## src/rtl/axis_xscaler.sv

```systemverilog
// Horizontal nearest-neighbour downscaler for AXI4-Stream video (error-accumulator decimation, 1 pixel/cycle).
// Optional XSCALER_AVG_EN: each emitted pixel is the rounded mean of itself and the previous pixel of its line.
module axis_xscaler #(
  parameter int C_PIXEL_WIDTH = 8,
  parameter int C_IMG_WBITS   = 12
) (
  input  logic                     clk,
  input  logic                     reset,
  input  logic [C_IMG_WBITS-1:0]   ori_width,
  input  logic [C_IMG_WBITS-1:0]   scale_width,
  input  logic                     S_AXIS_tvalid,
  output logic                     S_AXIS_tready,
  input  logic [C_PIXEL_WIDTH-1:0] S_AXIS_tdata,
  input  logic                     S_AXIS_tuser,
  input  logic                     S_AXIS_tlast,
  output logic                     M_AXIS_tvalid,
  input  logic                     M_AXIS_tready,
  output logic [C_PIXEL_WIDTH-1:0] M_AXIS_tdata,
  output logic                     M_AXIS_tuser,
  output logic                     M_AXIS_tlast
);

  localparam int AW = C_IMG_WBITS + 1;

  logic [C_IMG_WBITS-1:0]   ow;
  logic [C_IMG_WBITS-1:0]   sw;
  logic [C_IMG_WBITS-1:0]   col;
  logic [AW-1:0]            acc;
  logic                     sof_pend;
  logic [C_PIXEL_WIDTH-1:0] prev;

  logic                     out_valid;
  logic [C_PIXEL_WIDTH-1:0] out_data;
  logic                     out_user;
  logic                     out_last;

  logic                     accept;
  logic [C_IMG_WBITS-1:0]   ow_cur;
  logic [C_IMG_WBITS-1:0]   sw_cur;
  logic [C_IMG_WBITS-1:0]   col_cur;
  logic [C_IMG_WBITS-1:0]   col_nxt;
  logic [AW-1:0]            a_sum;
  logic [AW-1:0]            acc_nxt;
  logic                     line_start;
  logic                     hit;
  logic                     over;
  logic                     emit;
  logic                     pend_cur;
  logic [C_PIXEL_WIDTH-1:0] pix;
  logic [C_PIXEL_WIDTH:0]   avg_sum;

  assign S_AXIS_tready = ~out_valid | M_AXIS_tready;
  assign accept        = S_AXIS_tvalid & S_AXIS_tready;

  assign M_AXIS_tvalid = out_valid;
  assign M_AXIS_tdata  = out_data;
  assign M_AXIS_tuser  = out_user;
  assign M_AXIS_tlast  = out_last;

  // An SOF pixel is processed with the widths it carries, not the stale latched ones.
  always_comb begin
    // NOTE: every signal gets a default first so no path through this block infers a latch.
    ow_cur = ow;
    sw_cur = sw;
    if (S_AXIS_tuser) begin
      ow_cur = ori_width;
      if (ori_width == '0 || scale_width == '0)
        sw_cur = ori_width;
      else if (scale_width < ori_width)
        sw_cur = scale_width;
      else
        sw_cur = ori_width;
    end

    col_cur    = S_AXIS_tuser ? '0 : col;
    line_start = (col_cur == '0);
    a_sum      = (line_start ? '0 : acc) + {1'b0, sw_cur};
    hit        = (a_sum >= {1'b0, ow_cur});
    acc_nxt    = hit ? (a_sum - {1'b0, ow_cur}) : a_sum;

    // ow==0 (never latched or zero width) means passthrough, so no long-line cut applies.
    over = (ow_cur != '0) && (col_cur >= ow_cur);
    emit = S_AXIS_tlast | (hit & ~over);

    pend_cur = sof_pend | S_AXIS_tuser;

    if (S_AXIS_tlast)
      col_nxt = '0;
    else if (col_cur == '1)
      col_nxt = col_cur;
    else
      col_nxt = col_cur + 1'b1;

    avg_sum = {1'b0, prev} + {1'b0, S_AXIS_tdata} + 1'b1;
`ifdef XSCALER_AVG_EN
    pix = line_start ? S_AXIS_tdata : avg_sum[C_PIXEL_WIDTH:1];
`else
    pix = S_AXIS_tdata;
`endif
  end

  always_ff @(posedge clk) begin
    // NOTE: sequential state uses non-blocking assignments so every register samples pre-edge values.
    if (reset) begin
      ow        <= '0;
      sw        <= '0;
      col       <= '0;
      acc       <= '0;
      sof_pend  <= 1'b0;
      prev      <= '0;
      out_valid <= 1'b0;
      out_data  <= '0;
      out_user  <= 1'b0;
      out_last  <= 1'b0;
    end else begin
      if (accept) begin
        ow   <= ow_cur;
        sw   <= sw_cur;
        col  <= col_nxt;
        acc  <= acc_nxt;
        prev <= S_AXIS_tdata;
        sof_pend <= emit ? 1'b0 : pend_cur;
      end

      if (accept && emit) begin
        out_valid <= 1'b1;
        out_data  <= pix;
        out_user  <= pend_cur;
        out_last  <= S_AXIS_tlast;
      end else if (M_AXIS_tready) begin
        out_valid <= 1'b0;
      end
    end
  end

endmodule

```

## config.mk

```make
export PLATFORM = sky130hd
export DESIGN_NAME = axis_xscaler
export DESIGN_NICKNAME = d
export VERILOG_FILES = /design/src/rtl/axis_xscaler.sv
export SDC_FILE = /design/constraint.sdc
export NUM_CORES = 1
export LEC_CHECK = 0
export BUFFER_PORTS_ARGS = -buffer_cell sky130_fd_sc_hd__buf_2
export CAP_MARGIN = 20
export CORE_UTILIZATION = 58
export CTS_CLUSTER_DIAMETER = 40
export DETAILED_ROUTE_END_ITERATION = 7
export PLACE_DENSITY = 0.79
export SETUP_SLACK_MARGIN = 0.5
export SYNTH_ARGS = -nofsm -noshare
export SYNTH_HDL_FRONTEND = slang
export SYNTH_SLANG_ARGS = --single-unit
```

## constraint.sdc

```tcl
create_clock -name clk -period 7.1 [get_ports clk]
set_input_delay 0.355 -clock clk [delete_from_list [all_inputs] [get_ports clk]]
set_output_delay 0.355 -clock clk [all_outputs]
set_load 0.05 [all_outputs]
```

==> summary.md, run 1 <==
| Metric | Value |
|---|---|
| Maxcap violations | 0 |
| Die Height | 94.2 µm |
| Drt pass-1 iters | 5 |
| Io pins | 50 |
| Lkg Pwr | 0.00234 µW |
| Total global routing overflow | 0 |
| Worst-path clk slew | 70 ps |
| # rows | 33 |
| CTS max path bufs | 2 |
| Die footprint | 8880 µm² |
| Worst hold slack | 270 ps |
| Cell Area, Synth | 4930 µm² |
| Mapped Nets | 714 |
| Post-place setup slack | 751 ps |
| Number of synthesized register bits | 61 |
| Worst Path Class, Setup | primary input to flop |
| Fmax | 0.166 GHz |
| Clk_lat worst skew | 340 ps |
| Cell Area, Placed | 5240 µm² |
| WHS Path Cells | 3 |
| Seq/Total Area, Yosys | 24.7% |
| Placed Cells | 754 |
| Final Cycle Share | 84.8% |
| Initial Util | 60.1% |
| Post-synth ARST share | 0% |
| Commonest non-fill, non-tap cell in the layout | nor2_1 |
| Number of flops mapped to enable cells by yosys | 0 |
| Clock sinks | 61 |
| Hold Crit Endpoint | M_AXIS_tdata[0] |
| Max-slew violations | 0 |
| Synth Instances | 625 |
| Post-synthesis average cell area | 7.90 µm² |
| Final WL | 12900 µm |
| Post-synth top flop | dfxtp_1 |
| Cts repair resizes | 0 |
| Hold/Removal Path Class | primary input to flop |
| Hpwl dp | 9570 µm |
| R2R setup slack | 1850 ps |
| First-pass GRT wire length | 21400 µm |
| Port Buffers | 49 |
| HP Start | S_AXIS_tdata[0] |
| Fin nets | 750 |
| Least-Margin Pin Slew | 885 ps |
| Initial antenna violation count | 0 |
| H-tree levels | 3 |
| Cts bufs inserted | 9 |
| Largest fanout on the critical path | 15 |
| Power Density | 201 nW/µm² |
| Setup Fix Bufs, Post-CTS | 0 |
| Post-Layout Inst Area | 5390 µm² |
| Skew final | 9.11 ps |
| Pin count of the biggest net entering global routing | 78 |
| Setup violations, final | 0 |
| Worst R2R Path Depth | 21 |
| GRT Util Overall | 30.9% |
| Worst vdd ir | 143 µV |
| CTS tree | yes |
| Setup slack after layout | 1080 ps |
| Mean number of vias per cell | 6.13 |
| R2r endpoint | M_AXIS_tdata[6] |
| Routed Antenna Nets | 0 |
| Critical Path End Type | flop |
| Synth top area cells | dfxtp_1 (25%), ha_1 (12%), mux2i_1 (6.5%), nor2_1 (6.2%), a21oi_1 (3.9%) |
| Number of global-route vias before repair | 4464 |
| CP Launch Type | primary input |
| Worst EP required | 7300 ps |
| RSZ-0062 raised after global routing | no |
| Max transition margin | 40.9% |
| Clk root buf | clkbuf_8 |
| Area fraction of the dominant cell type after synthesis | 24.7% |
| Status | complete, no violations |
| Data arrival time of the critical path | 6220 ps |
| Cts hold-fix bufs | 0 |
| Synth warn | 0 |
| Core footprint | 8220 µm² |
| Fin crit period | 6020 ps |
| Post-DR wirelength/cell | 16.8 µm |
| Layout cells sized above 1 | 11.4% |
| Initial drt markers | 251 |
| Final Wtd Congestion | 0.922 |
| Setup TNS | 0 ps |
| Area leader, netlist | dfxtp_1 |
| Die Wd | 94.2 µm |
| DRC Markers | 0 |
| Count of final hold-check violations | 0 |
| Routed vias | 4714 |
| Area growth syn-to-layout | 9.23% |
| Commonest cells after routing, fill and taps aside | nor2_1 (81), dfxtp_1 (61), ha_1 (49), buf_2 (49), a21oi_1 (38) |
| Layout Cells excl Fill | 769 |
| Yosys cell types | 57 |
| Worst r2r src | col[0] |
| Ant diodes | 0 |
-- Yosys cell counts, drive strengths merged, types with 14 or more instances --
cell	count
nor2	81
dfxtp	61
ha	49
a21oi	38
mux2i	32
inv	29
nand2b	29
o21ai	26
a211oi	25
nand2	25
clkbuf	24
nor2b	23
nand3	18
nor4	14
xnor2	14
-- worst max-delay path by stage --
stage / start / to / slack (ps)
5_1_grt: ori_width[9] / M_AXIS_tdata[6] / 570
3_5_place_dp: ori_width[9] / M_AXIS_tdata[6] / 750
4_1_cts: ori_width[9] / M_AXIS_tdata[6] / 1090
2_1_floorplan: ori_width[9] / M_AXIS_tuser / 1660
3_3_place_gp: ori_width[9] / M_AXIS_tdata[7] / 1190
6_report: ori_width[9] / M_AXIS_tdata[6] / 1080
-- per-layer routing --
metal	share of wire (%)	vias to the layer above	routed length, µm	track usage (%)
met5	0	-	0	0
met4	3.0	0	382	14.5
met3	5.1	28	660	4.53
met2	45	153	5870	50.1
met1	47	2173	6020	39.8
li1	-	2360	-	-
-- per-stage QoR --
| stage | utilization, % | total power (µW) |
|---|---|---|
| 2_1_floorplan | - | 726 |
| 3_3_place_gp | 63.7 | 817 |
| 3_5_place_dp | 63.7 | 829 |
| 4_1_cts | 65.5 | 1080 |
| 5_1_grt | 65.6 | 1160 |
| 6_report | 65.6 | 1090 |
-- power by group --
part           internal (µW)  switching (µW)
clock network            121             135
registers                375            18.7
logic                    169             266
total                    666             420
-- worst max-delay path, cell delays in order --
cell and delay (ps):
buf_2 120, inv_1 50, ha_1 330, a2111oi_0 470
o21ai_0 170, a41oi_1 190, o21ai_0 110, a21oi_1 130
buf_4 240, mux2i_1 130, a21oi_1 200, ha_1 200
inv_1 60, fa_1 400, nor2b_1 170, o2111ai_1 170
a31oi_1 260, a31oi_1 100, ha_1 370, o21a_1 140
o21ai_0 150, a21oi_1 90, a2111o_1 460, o21a_1 370
o311a_1 600, mux2i_1 190
-- final cells by class --
class	instances	area, µm²
clock buffers	11	131
clock inverters	3	15.0
fillers	707	2830
inverters	29	109
multi-input cells	502	3470
flip-flops and latches	61	1220
well taps	105	131
repair buffers	58	313
-- kinds of logic after synthesis --
kind of cell    count (synthesis)  share of synthesized area, %
compound gates                166                          22.9
simple gates                  231                          23.7
fa+ha+maj                      51                          13.2
buf+inv                        62                          4.94
xor+xnor                       21                          3.73
mux                            33                          6.72
flops                          61                          24.7
-- flip-flops by register name, summed over array words and instances, names as in the netlist --
| register | cells |
|---|---|
| M_AXIS_tdata | 8 |
| M_AXIS_tlast | 1 |
| M_AXIS_tuser | 1 |
| M_AXIS_tvalid | 1 |
| acc | 13 |
| col | 12 |
| ow | 12 |
| sof_pend | 1 |
| sw | 12 |
No activity file was read; power rests on OpenSTA's default activity.
==> inputs of run 2 (changes only) <==
Settings changed: ABC_AREA from default to 1, PLACE_DENSITY 0.79 to 0.78.
Clock period 7.1 ns to 5.95 ns, I/O delays scaled along.
==> run 2 against run 1 <==
Compared with the run above:
- clock skew up 8.4 ps
- critical path type unchanged
- clock power increased by 80%
- cell area grew 11%
- sequential share of layout area is 2.2 points lower
- wire length rose by 6.6%
- hold slack worse by 24 ps
- synthesized area is 11% higher
- core utilization down 0.76 points
- first-iteration DRC count up 47%
- critical endpoint is now M_AXIS_tdata[3]
- critical path depth is 11 higher
- die area up 10%
- highest routed layer unchanged
- power is 30% higher
==> summary.md, run 2 <==
| Metric | Value |
|---|---|
| Status | complete, no violations (unchanged) |
| Yosys cell types | 37 (was 57) |
| Seq/Total Area, Yosys | 22.4% (was 24.7%) |
| Routed vias | 5639 (was 4714) |
| Least-Margin Pin Slew | 985 ps (was 885 ps) |
| Hpwl dp | 10400 µm (was 9570 µm) |
| Final Wtd Congestion | 0.931 (was 0.922) |
| Post-Layout Inst Area | 5960 µm² (was 5390 µm²) |
| Worst-path clk slew | 70 ps (about the same) |
| Mapped Nets | 999 (was 714) |
| Worst path max stage delay | 440 ps (was 600 ps) |
| Number of flops mapped to enable cells by yosys | 0 (unchanged) |
| Skew final | 17.5 ps (was 9.11 ps) |
| Largest register FFs | 13 (unchanged) |
| Adder-cell share of the synthesized area | 12.0% (was 13.2%) |
| H-tree levels | 3 (unchanged) |
| First-pass GRT wire length | 23500 µm (was 21400 µm) |
| Post-Synth XOR/XNOR Area | 2.89% (was 3.73%) |
| Post-synth ARST share | 0% (unchanged) |
| Area leader, netlist | dfxtp_1 (unchanged) |
| Number of global-route vias before repair | 5125 (was 4464) |
| Clk_lat worst skew | 340 ps (about the same) |
| Commonest cells after routing, fill and taps aside | nand2_1 (297), inv_1 (121), nand3_1 (84) (was nor2_1 (81), dfxtp_1 (61), ha_1 (49), buf_2 (49), a21oi_1 (38)) |
| Commonest non-fill, non-tap cell in the layout | nand2_1 (was nor2_1) |
| Slowest-stage cell, CP | fa_1 (was o311a_1) |
| Area fraction of the dominant cell type after synthesis | 22.4% (was 24.7%) |
| CTS max path bufs | 2 (unchanged) |
| Setup violations, final | 0 (unchanged) |
| Initial drt markers | 369 (was 251) |
| Data arrival time of the critical path | 5100 ps (was 6220 ps) |
| Fin nets | 1030 (was 750) |
| Multi-input gate area | 3620 µm² (was 3470 µm²) |
| Worst EP required | 6190 ps (was 7300 ps) |
| Largest family of logic cells by synthesized area | simple AND/OR/NAND/NOR gates (unchanged) |
| GRT Util Overall | 29.8% (was 30.9%) |
| Die Wd | 99.0 µm (was 94.2 µm) |
| Worst vdd ir | 166 µV (was 143 µV) |
| Final WL | 13800 µm (was 12900 µm) |
| Lkg Pwr | 0.00316 µW (was 0.00234 µW) |
| Synth Instances | 910 (was 625) |
| Mux cell area share after synthesis | 0% (was 6.72%) |
| Hold/Removal Path Class | primary input to flop (unchanged) |
| CTS tree | yes (unchanged) |
| Setup Fix Bufs, Post-CTS | 0 (unchanged) |
| Number of synthesized register bits | 61 (unchanged) |
| Layout cells sized above 1 | 9.20% (was 11.4%) |
| Final Cycle Share | 81.7% |
| Cell Area, Synth | 5460 µm² (was 4930 µm²) |
| Port Buffers | 49 (unchanged) |
| Clock sinks | 61 (unchanged) |
| Fill cell count | 905 (was 707) |
| R2R setup slack | 1160 ps (was 1850 ps) |
| # rows | 35 (was 33) |
| Largest fanout on the critical path | 16 (was 15) |
| Fmax | 0.206 GHz |
| Setup TNS | 0 ps (unchanged) |
| Io pins | 50 (unchanged) |
| Critical Path End Type | flop (unchanged) |
| Biggest register | acc (unchanged) |
| Post-synth top flop | dfxtp_1 (unchanged) |
| Setup slack after layout | 1090 ps (was 1080 ps) |
| Total global routing overflow | 0 (unchanged) |
| Initial Util | 59.4% (was 60.1%) |
| Count leader, synth | nand2_1 (was nor2_1) |
| Max transition margin | 34.2% (was 40.9%) |
| Drt pass-1 iters | 5 (unchanged) |
| Maxcap violations | 0 (unchanged) |
| Post-DR wirelength/cell | 13.0 µm (was 16.8 µm) |
| Post-place setup slack | 587 ps (was 751 ps) |
| Area growth syn-to-layout | 9.24% (was 9.23%) |
| DRC Markers | 0 (unchanged) |
| Core footprint | 9200 µm² (was 8220 µm²) |
| Cts bufs inserted | 9 (unchanged) |
| Power Density | 237 nW/µm² (was 201 nW/µm²) |
| CP most frequent cell | nand2_1 |
| Pin count of the biggest net entering global routing | 52 (was 78) |
| Clk root buf | clkbuf_8 (unchanged) |
| Count of final hold-check violations | 0 (unchanged) |
| Fin crit period | 4860 ps |
| Max-slew violations | 0 (unchanged) |
| Post-synthesis compound-gate area fraction | 12.5% (was 22.9%) |
| Post-synthesis average cell area | 6.00 µm² (was 7.90 µm²) |
| Worst Path Class, Setup | primary input to flop (unchanged) |
| RSZ-0062 raised after global routing | no (unchanged) |
| Die footprint | 9800 µm² (was 8880 µm²) |
| Final design utilization | 64.8% (was 65.6%) |
| Post-Synth Simple-Gate Area | 38.8% (was 23.7%) |
| Die Height | 99.0 µm (was 94.2 µm) |
| Register area | 1220 µm² (unchanged) |
| Cell Area, Placed | 5710 µm² (was 5240 µm²) |
| Initial antenna violation count | 0 (unchanged) |
| Mean number of vias per cell | 5.33 (was 6.13) |
| Ant diodes | 0 (unchanged) |
| Most instantiated cells after synthesis | nand2_1 (299), inv_1 (121), nand3_1 (84) (was nor2_1 (81), dfxtp_1 (61), ha_1 (49)) |
| Synth warn | 0 (unchanged) |
| Routed Antenna Nets | 0 (unchanged) |
| Total Power | 1410 µW (was 1090 µW) |
| CP Launch Type | primary input (unchanged) |
| Synth top area cells | dfxtp_1 (22%), nand2_1 (21%), ha_1 (11%), inv_1 (8.3%), nand3_1 (7.7%) (was dfxtp_1 (25%), ha_1 (12%), mux2i_1 (6.5%), nor2_1 (6.2%), a21oi_1 (3.9%)) |
-- run 2: changes by cell type after synthesis, moves of 8 or more --
cell / delta
nor2b_1: -23
xnor2_1: -9
a311oi_1: -8
nand2_1: +274
nand3_1: +66
mux2i_1: -32
nand2b_1: -29
a21oi_1: +37
a21o_1: -11
inv_1: +92
a211oi_1: -23
nor4_1: -14
-- run 2: worst paths after layout --
kind,from,end,cells past startpoint
setup / recovery,ori_width[11],M_AXIS_tdata[3],37
hold / removal,S_AXIS_tdata[0],M_AXIS_tdata[0],5
setup reg to reg,col[1],M_AXIS_tdata[3],32
hold reg to reg,sof_pend,sof_pend,2
-- run 2: timing repair --
| item | in CTS | in global routing |
|---|---|---|
| hold buffers | 0 | 0 |
| gates resized for setup | 0 | 3 |
| setup endpoints to repair | 0 | 14 |
| endpoints found under the hold margin | 0 | 0 |
-- run 2: report_power, final --
group	total, µW	switching (µW)	internal, µW
registers	464	18.4	445
logic	490	325	165
clock network	460	171	290
total	1410	514	900
-- run 2: area by class of cell --
cell class / count / area share, %
tap: 111 / 2.33
timing repair buffer: 53 / 4.62
clock buffer: 12 / 2.43
inverter: 123 / 7.78
sequential: 61 / 20.5
clock inverter: 4 / 1.59
multi-input combinational: 693 / 60.8
-- run 2: layer usage --
metal	part of all wire (%)	GRT usage [%]
met5	0	0
met3	5.1	4.33
met2	46	50.2
met1	46	38.4
met4	2.8	11.5
-- run 2: cell families (layout without fill, tap and decap cells) --
group / count (synthesis) / in the layout
buf+inv: 156 / 192
simple gates: 498 / 498
flops: 61 / 61
compound gates: 126 / 126
xor+xnor: 18 / 18
fa+ha+maj: 51 / 51
-- run 2: worst max-delay path: cells and delay by family --
kind / cells / cell delay, ps
AO/OA/AOI/OAI: 2 / 210
XOR/XNOR: 1 / 220
adder cells (fa/ha/maj): 4 / 1330
buffers and inverters: 7 / 790
AND/OR/NAND/NOR: 23 / 2220
-- run 2: stage by stage --
stage          std cells  hold slack (ps)
4_1_cts             1057              240
2_1_floorplan        910              428
6_report            1057              247
3_5_place_dp        1041              447
5_1_grt             1057              265
3_3_place_gp        1041              440
